File: src/rtl/alu_ctrl_muldiv.sv
// ALU control decode plus iterative MULT/DIV engine with HI/LO and stall.
// Define MULDIV_SIGNED_EN for signed MULT/DIV; otherwise they run unsigned.
module alu_ctrl_muldiv #(
  parameter int WIDTH = 32
) (
  input  logic             clk,
  input  logic             rst_n,
  input  logic             valid_i,
  input  logic [1:0]       alu_op_i,
  input  logic [5:0]       funct_i,
  input  logic [WIDTH-1:0] src_a_i,
  input  logic [WIDTH-1:0] src_b_i,
  output logic [3:0]       alu_ctrl_o,
  output logic             use_hilo_o,
  output logic [WIDTH-1:0] hilo_rdata_o,
  output logic             stall_o,
  output logic             busy_o,
  output logic             done_o
);
  localparam int CW = $clog2(WIDTH) + 1;

  typedef enum logic [1:0] {IDLE, RUN, FIX} state_e;

  state_e               state_q, state_d;
  logic [CW-1:0]        cnt_q, cnt_d;
  logic [2*WIDTH-1:0]   acc_q, acc_d;
  logic [WIDTH-1:0]     opd_q, opd_d;
  logic [WIDTH-1:0]     hi_q, hi_d;
  logic [WIDTH-1:0]     lo_q, lo_d;
  logic                 div_q, div_d;
  logic                 pneg_q, pneg_d;
  logic                 rneg_q, rneg_d;
  logic                 divz_q, divz_d;
  logic                 done_q, done_d;

  logic                 r_op, is_md, is_mfhi, is_mflo;
  logic                 start, signed_op, sa, sb;
  logic [WIDTH-1:0]     mag_a, mag_b;
  logic [WIDTH:0]       mul_sum, div_sh, div_diff;

  assign r_op    = alu_op_i == 2'b10;
  assign is_md   = r_op & (funct_i[5:2] == 4'b0110);
  assign is_mfhi = r_op & (funct_i == 6'b010000);
  assign is_mflo = r_op & (funct_i == 6'b010010);
  assign start   = valid_i & is_md & (state_q == IDLE);

`ifdef MULDIV_SIGNED_EN
  assign signed_op = ~funct_i[0];
`else
  assign signed_op = 1'b0;
`endif

  assign sa    = signed_op & src_a_i[WIDTH-1];
  assign sb    = signed_op & src_b_i[WIDTH-1];
  assign mag_a = sa ? -src_a_i : src_a_i;
  assign mag_b = sb ? -src_b_i : src_b_i;

  always_comb begin
    alu_ctrl_o = 4'b0000;
    unique case (alu_op_i)
      2'b00: alu_ctrl_o = 4'b0010;
      2'b01: alu_ctrl_o = 4'b0110;
      2'b10: begin
        case (funct_i)
          6'b100000: alu_ctrl_o = 4'b0010;
          6'b100010: alu_ctrl_o = 4'b0110;
          6'b100100: alu_ctrl_o = 4'b0000;
          6'b100101: alu_ctrl_o = 4'b0001;
          6'b100111: alu_ctrl_o = 4'b1100;
          6'b101010: alu_ctrl_o = 4'b0111;
          default:   alu_ctrl_o = 4'b0000;
        endcase
      end
      2'b11: alu_ctrl_o = 4'b0000;
    endcase
  end

  // acc holds {partial, multiplier} or {remainder, dividend/quotient}
  assign mul_sum  = {1'b0, acc_q[2*WIDTH-1:WIDTH]}
                  + (acc_q[0] ? {1'b0, opd_q} : '0);
  assign div_sh   = {acc_q[2*WIDTH-1:WIDTH], acc_q[WIDTH-1]};
  assign div_diff = div_sh - {1'b0, opd_q};

  always_comb begin
    state_d = state_q;
    cnt_d   = cnt_q;
    acc_d   = acc_q;
    opd_d   = opd_q;
    hi_d    = hi_q;
    lo_d    = lo_q;
    div_d   = div_q;
    pneg_d  = pneg_q;
    rneg_d  = rneg_q;
    divz_d  = divz_q;
    done_d  = 1'b0;
    case (state_q)
      IDLE: begin
        if (start) begin
          state_d = RUN;
          cnt_d   = '0;
          div_d   = funct_i[1];
          opd_d   = funct_i[1] ? mag_b : mag_a;
          acc_d   = {{WIDTH{1'b0}},
                     (funct_i[1] ? mag_a : mag_b)};
          pneg_d  = sa ^ sb;
          rneg_d  = sa;
          divz_d  = src_b_i == '0;
        end
      end
      RUN: begin
        cnt_d = cnt_q + 1'b1;
        if (div_q) begin
          acc_d = div_diff[WIDTH]
            ? {div_sh[WIDTH-1:0], acc_q[WIDTH-2:0], 1'b0}
            : {div_diff[WIDTH-1:0], acc_q[WIDTH-2:0], 1'b1};
        end else begin
          acc_d = {mul_sum, acc_q[WIDTH-1:1]};
        end
        if (cnt_q == CW'(WIDTH - 1)) state_d = FIX;
      end
      FIX: begin
        state_d = IDLE;
        done_d  = 1'b1;
        if (div_q) begin
          lo_d = divz_q ? '1
               : pneg_q ? -acc_q[WIDTH-1:0]
               : acc_q[WIDTH-1:0];
          hi_d = rneg_q ? -acc_q[2*WIDTH-1:WIDTH]
               : acc_q[2*WIDTH-1:WIDTH];
        end else begin
          {hi_d, lo_d} = pneg_q ? -acc_q : acc_q;
        end
      end
      default: state_d = IDLE;
    endcase
  end

  always_ff @(posedge clk or negedge rst_n) begin
    if (!rst_n) begin
      state_q <= IDLE;
      cnt_q   <= '0;
      acc_q   <= '0;
      opd_q   <= '0;
      hi_q    <= '0;
      lo_q    <= '0;
      div_q   <= 1'b0;
      pneg_q  <= 1'b0;
      rneg_q  <= 1'b0;
      divz_q  <= 1'b0;
      done_q  <= 1'b0;
    end else begin
      state_q <= state_d;
      cnt_q   <= cnt_d;
      acc_q   <= acc_d;
      opd_q   <= opd_d;
      hi_q    <= hi_d;
      lo_q    <= lo_d;
      div_q   <= div_d;
      pneg_q  <= pneg_d;
      rneg_q  <= rneg_d;
      divz_q  <= divz_d;
      done_q  <= done_d;
    end
  end

  assign busy_o       = state_q != IDLE;
  assign done_o       = done_q;
  assign use_hilo_o   = valid_i & (is_mfhi | is_mflo);
  assign hilo_rdata_o = !use_hilo_o ? '0
                      : is_mfhi ? hi_q : lo_q;
  assign stall_o      = valid_i & busy_o
                      & (is_md | is_mfhi | is_mflo);

endmodule

File: config.mk
export PLATFORM = sky130hd
export DESIGN_NAME = alu_ctrl_muldiv
export DESIGN_NICKNAME = d
export VERILOG_FILES = /design/src/rtl/alu_ctrl_muldiv.sv
export SDC_FILE = /design/constraint.sdc
export NUM_CORES = 1
export LEC_CHECK = 0
export ABC_CLOCK_PERIOD_IN_PS = 3000
export BUFFER_PORTS_ARGS = -buffer_cell sky130_fd_sc_hd__buf_2
export CAP_MARGIN = 40
export CORE_UTILIZATION = 55
export DETAILED_ROUTE_END_ITERATION = 8
export GPL_TIMING_DRIVEN = 0
export PLACE_DENSITY = 0.8
export RECOVER_POWER = 25
export SYNTH_ARGS = -nofsm -noshare
export SYNTH_HDL_FRONTEND = slang
export SYNTH_SLANG_ARGS = --single-unit
File: constraint.sdc
create_clock -name clk -period 3 [get_ports clk]
set_input_delay 0.75 -clock clk [delete_from_list [all_inputs] [get_ports clk]]
set_output_delay 0.75 -clock clk [all_outputs]
set_load 0.02 [all_outputs]
# Yosys cells after proc, flatten, opt, wreduce, memory -nomap -nowiden
# Index checks and enable logic that the tools add are counted.
# Widths: inputs -> output; s select.
op_classes:
  n_eq_ne: 16
  reduce_logical: 8
  bitwise_logic: 11
  addsub: 3
  muxes: 19
ops:
  columns: ["operator", "n"]
  rows:
  - ["$mux 32", 7]
  - ["$mux 64", 3]
  - ["$pmux 64 s2", 1]
  - ["$add 32x32->33", 1]
  - ["$sub 33x32->33", 1]
  - ["$logic_not 32->1", 1]
  - ["$eq 6x6->1 const B", 5]
  - ["$pmux 4 s5", 1]
  - ["$eq 6x5->1 const B", 3]
  - ["$pmux 4 s4", 1]
  - ["$pmux 6 s2", 1]
  - ["$and 1x1->1", 8]
  - ["$add 6x1->6 const B", 1]
  - ["$eq 2x2->1 const B", 3]
  - ["$mux 6", 1]
  - ["$reduce_and 2->1", 3]
  - ["$eq 2x1->1 const B", 2]
  - ["$eq 4x3->1 const B", 1]
  - ["$logic_not 2->1", 2]
  - ["$mux 2", 2]
  - ["$ne 2x2->1 const B", 2]
  - ["$pmux 2 s2", 1]
  - ["$reduce_bool 2->1", 2]
  - ["$or 1x1->1", 3]
  - ["$mux 1", 1]
totals:
  input_bits: 75
  wordCells: 66
  register_bits: 171
  output_inout_bits: 40

# Logic depth before layout (Yosys ltp)
depth:
  depth_word: 6
  depth_mapped: 13
  mapped_depth_nobuf: 13

# Worst setup path after synthesis
# OpenSTA, ideal clock, no wires.
synth_path:
  path_kind: "input to output"
  start: "input port funct_i[0]"
  end: "output port hilo_rdata_o[10]"
  t_arrival_ps: 2395
  path_buffers: 2
  setup_slack_ps: -145
  stages: 6
  required_ps: 2250
  path_cell_list: "or2_2 clkbuf_1 nor4_1 clkbuf_1 nand2_1 a21oi_1"
synth_via:
  elab_chain_cells: 5
  word_cells_on_any_way: 8
  classes_between: "eq/ne (2); mux (2); bitwise (4)"
synth_rtl:
  columns: ["item", "line_no", "text"]
  rows:
  - ["from (decl)", "10", "input logic [5:0] funct_i,"]
  - ["$eq 6x5->1 (on tied branches)", "43, 44", null]
  - ["$and 1x1->1 (on tied branches)", "43, 44", null]
  - ["$or 1x1->1", "168", "assign use_hilo_o = valid_i & (is_mfhi | is_mflo);"]
  - ["$and 1x1->1", "168", null]
  - ["$mux 32 (*)", "169", "assign hilo_rdata_o = !use_hilo_o ? '0"]
  - ["to (decl)", "15", "output logic [WIDTH-1:0] hilo_rdata_o,"]
# Mark *: on every way between the ends. The rest lies on a longest branch, timed or not.

# Final worst setup path
layout_path:
  start: "register acc_q[0]"
  end: "register acc_q[60]"
layout_via:
  elab_chain_cells: 4
layout_rtl:
  columns: ["item", "line_no", "text"]
  rows:
  - ["from (decl)", "26", "logic [2*WIDTH-1:0] acc_q, acc_d;"]
  - ["from (signal assigned)", "142", "acc_q <= '0;"]
  - ["from (signal assigned)", "154", "acc_q <= acc_d;"]
  - ["$mux 32", "80", "+ (acc_q[0] ? {1'b0, opd_q} : '0);"]
  - ["$add 32x32->33", "80", null]
  - ["$mux 64", "112", "if (div_q) begin"]
  - ["$pmux 64 s2", "96", "case (state_q)"]
# Every way passes these cells.
# A chain may end at the register's enable or synchronous reset.

==> metrics.md <==
| Metric | Value |
|---|---|
| Total routing usage reported by global routing | 0.3349 |
| RePlAce Congestion | 0.9331 |
| Total number of vias | 11864 |
| Crit-path slowest cell | dfrtp_2 |
| TritonCTS clock tree | yes |
| Post-Syn Area per Cell | 8.834 um^2 |
| DRC viols | 1 |
| Switching Share | 0.3842 |
| Relative slew slack | 0.05972 |
| Core outline area | 21760 um^2 |
| Combinational share of power | 0.408 |
| Top delay family on crit path | compound AO/OA/AOI/OAI gates |
| Net switching power figure | 3.244 mW |
| Failing checks | DRC, setup timing |
| TritonRoute pass-1 iters | 9 |
| Critical path class | reg -> reg |
| Layout cells sized above 1 | 0.2574 |
| Distinct cells, synth | 74 |
| Final worst slack | -0.1616 ns |
| Final Hold Vio Count | 0 |
| VDD IR max | 0.0004636 V |
| Initial Util | 0.5603 |
| Total CTS buffers | 17 |
| Maximum clock frequency | 0.3163 GHz |
| Yosys reg bits | 171 |
| Met1 usage in global routing | 0.4693 |
| Synth Net Count | 1522 |
| Layout area overhead | 25.32% |
| # rows | 54 |
| Final Setup Violations | 27 |
| Die Y | 150.9 um |
| Max Cap Viol | 0 |
| CP bufs+invs | 1 |
| Reg clk slew, reported paths | 0.08 ns |
| Antenna cells | 0 |
| Max clock buf depth | 2 |
| Placed Area | 13200 um^2 |
| Critical Path, Cell by Cell | buf_8, and2_4, ha_4, and2_4, a221o_1, a32o_2, a2111oi_4, o21ai_4, a21oi_2, xnor2_1, nor2_1, nor4_2 |
| P_int | 5.200 mW |
| Sequential-to-total area share from yosys stat | 0.3510 |
| Final wirelength | 40300 um |
| Met2 usage | 0.5399 |
| Routed Antenna Nets | 0 |
| Asr flop ratio synth | 1.000 |
| Layout Cell Area excl Fill | 15280 um^2 |
| Share of power burned in registers | 0.320 |
| Die W | 150.9 um |
| Crit. End Element | flip-flop |
| RSZ-0062 raised after global routing | true |
| Port-buffer cells | 112 |
| Max stage delay on crit path | 0.48 ns |
| Crit start category | flip-flop |
| Nets | 1687 |
| Global route overflow | 0 |
| Worst-Skew Late Latency | 0.45 ns |
| Tmin final | 3.162 ns |
| Grt met3 use | 0.03976 |
| Routed length per instance | 21.92 um |
| Initial antenna violation count | 0 |
| Pwr/cell area | 552.7 nW/um^2 |
| CTS sink cnt | 171 |
| H-Tree Depth | 4 |
| First-pass GRT wire length | 58320 um |
| Die Area | 22760 um^2 |
| Worst EP required | 3.34 ns |
| Critical Path Most Common Cell | and2_4 |
| Mapped cell area | 12190 um^2 |
| Largest net degree at the start of global routing | 120 |
| Mapped Cells | 1380 |
| Worst Clk Skew | 0.01916 ns |
| Crit-path max FO | 9 |
| Vias in the first global route | 10765 |
| Overall Power | 8.444 mW |
| Post-synth EDFFs | 0 |
| Top FF cell, synth | dfrtp_1 |
| Gr busiest metal | met2 |
| Fillers | 1567 |
| Io pins | 115 |
| Clock power share | 0.272 |
| WP data arrival | 3.50 ns |
| Max Slew Vio Count | 0 |
| 1st-iter DRT viols | 1212 |
| Final cycle utilization of the critical path | 1.054 |
| CTS Root Cell | clkbuf_16 |
| CTS Hold Bufs | 0 |
| HPWL after DPL | 28160 um |
| Leakage Power | 6.718 nW |
| Synth warn | 0 |
| Status | finished with violations |
| Worst hold path type | reg -> reg |
| DR vias/cell | 6.455 |
| Measured slew at the worst slew-check pin | 1.410 ns |
-- cells in the mapped netlist (3+ instances only) --
master,number,area share
nand2b_1,12,0.0062
and3_1,5,0.0026
a21oi_1,131,0.054
nand4_1,16,0.0082
buf_2,4,0.0016
a22oi_1,24,0.015
dfrtp_1,171,0.35
o211ai_1,10,0.0062
a31oi_1,8,0.0041
nor3_1,10,0.0041
o21a_1,11,0.0068
and2_1,37,0.019
a41o_1,3,0.0025
o221ai_1,5,0.0036
o21ai_0,64,0.026
nor2_1,79,0.024
o21ai_1,34,0.014
o21bai_1,11,0.0068
a211oi_1,39,0.024
xor2_1,16,0.011
nor4_1,16,0.0082
o2111ai_1,3,0.0022
ha_1,65,0.067
clkbuf_1,69,0.021
inv_1,52,0.016
buf_1,9,0.0028
nor2b_1,10,0.0051
mux2_2,32,0.030
o22a_1,33,0.024
nand3_1,15,0.0062
o31ai_1,3,0.0018
or3_1,3,0.0015
mux2i_1,115,0.094
a21o_1,20,0.012
xnor2_1,37,0.027
nand2_1,161,0.050
-- repair_timing --
item / in CTS / in global routing
gates resized for setup: 111 / 192
hold endpoints to repair: 0 / 0
setup buffers: 14 / 24
endpoints found under the setup margin: 68 / 79
pin swaps: 23 / 54
cloned: 2 / 2
-- per-stage QoR --
step                      instances  hold WS (ns)  TNS [ns]  utilization  setup slack (ns)
after floorplan                1380        0.4489   -0.3046            -          -0.02031
after global placement         1772        0.4714   -281.74       0.6051            -1.490
final                          1838        0.5100   -0.7693       0.7022           -0.1616
after CTS                      1814        0.2352    -1.358       0.6591          -0.08279
after detailed placement       1773        0.4835    -35.36       0.6068           -0.6421
after global routing           1838        0.5205    -2.217       0.7022           -0.2337
-- worst paths after layout --
path                            startpoint         to  slack [ns]  cells past startpoint
worst max-delay path              acc_q[0]  acc_q[60]       -0.16                     12
min in group asynchronous            rst_n  acc_q[60]        0.61                      1
worst min register to register    cnt_q[4]   cnt_q[4]        0.51                      1
worst max register to register    acc_q[0]  acc_q[60]       -0.16                     12
max in group asynchronous            rst_n   opd_q[0]        0.59                      2
worst min-delay path              cnt_q[4]   cnt_q[4]        0.51                      1
-- routing by layer --
layer,wire (um),vias to the layer above
li1,-,5350
met1,16400,5780
met2,18820,613
met3,3380,121
met4,1690,0
met5,0,-
-- flip-flops by register name (all words and copies together), names as in the netlist --
name and flops:
acc_q 64, hi_q 32, lo_q 32, opd_q 32, cnt_q 6, state_q 2
div_q 1, divz_q 1, done_o 1
-- cells in the final DEF, fill, tap and decap left out, drive strengths merged, types with 6 or more instances in the layout --
master	synthesis	final
a211oi	39	39
a21o	20	20
a21oi	132	132
a22oi	25	25
a31oi	10	10
and2	38	38
and3	6	6
buf	14	172
clkbuf	70	76
clkinv	0	7
dfrtp	171	171
ha	65	65
inv	52	59
mux2	32	32
mux2i	115	115
nand2	162	162
nand2b	12	12
nand3	15	15
nand4	16	16
nor2	79	79
nor2b	10	10
nor3	10	10
nor4	16	16
o211ai	10	10
o21a	11	11
o21ai	99	99
o21bai	11	11
o221ai	6	6
o22a	33	33
xnor2	38	38
xor2	16	16
-- cells by family after synthesis --
logic type / Yosys count / share of synthesized area
xor gates and xnor gates: 54 / 0.04034
muxes: 147 / 0.1240
adders and majority gates: 67 / 0.07000
and+or+nand+nor: 379 / 0.1446
AOI/OAI and AO/OA: 426 / 0.2273
buffers and inverters: 136 / 0.04270
DFF: 171 / 0.3510
-- power by group through the flow --
stage | sequential, mW | clock [mW] | combinational (mW)
CTS | 2.67 | 2.26 | 3.00
floorplan | 2.63 | 0 | 2.09
global route | 2.71 | 2.36 | 3.71
detailed placement | 2.72 | 0 | 2.73
finish | 2.70 | 2.29 | 3.45
global placement | 2.72 | 0 | 2.69
-- cell type report --
type	count	area, um^2	area share
buffer	75	452.9	0.02965
sequential	171	4288	0.2807
inverter	52	195.2	0.01278
tap	280	350.3	0.02293
clock buffer	18	439.2	0.02875
timing repair buffer	155	1107	0.07248
multi-input combinational	1073	8277	0.5418
clock inverter	14	167.7	0.01097
(Power assumes the default switching activity.)
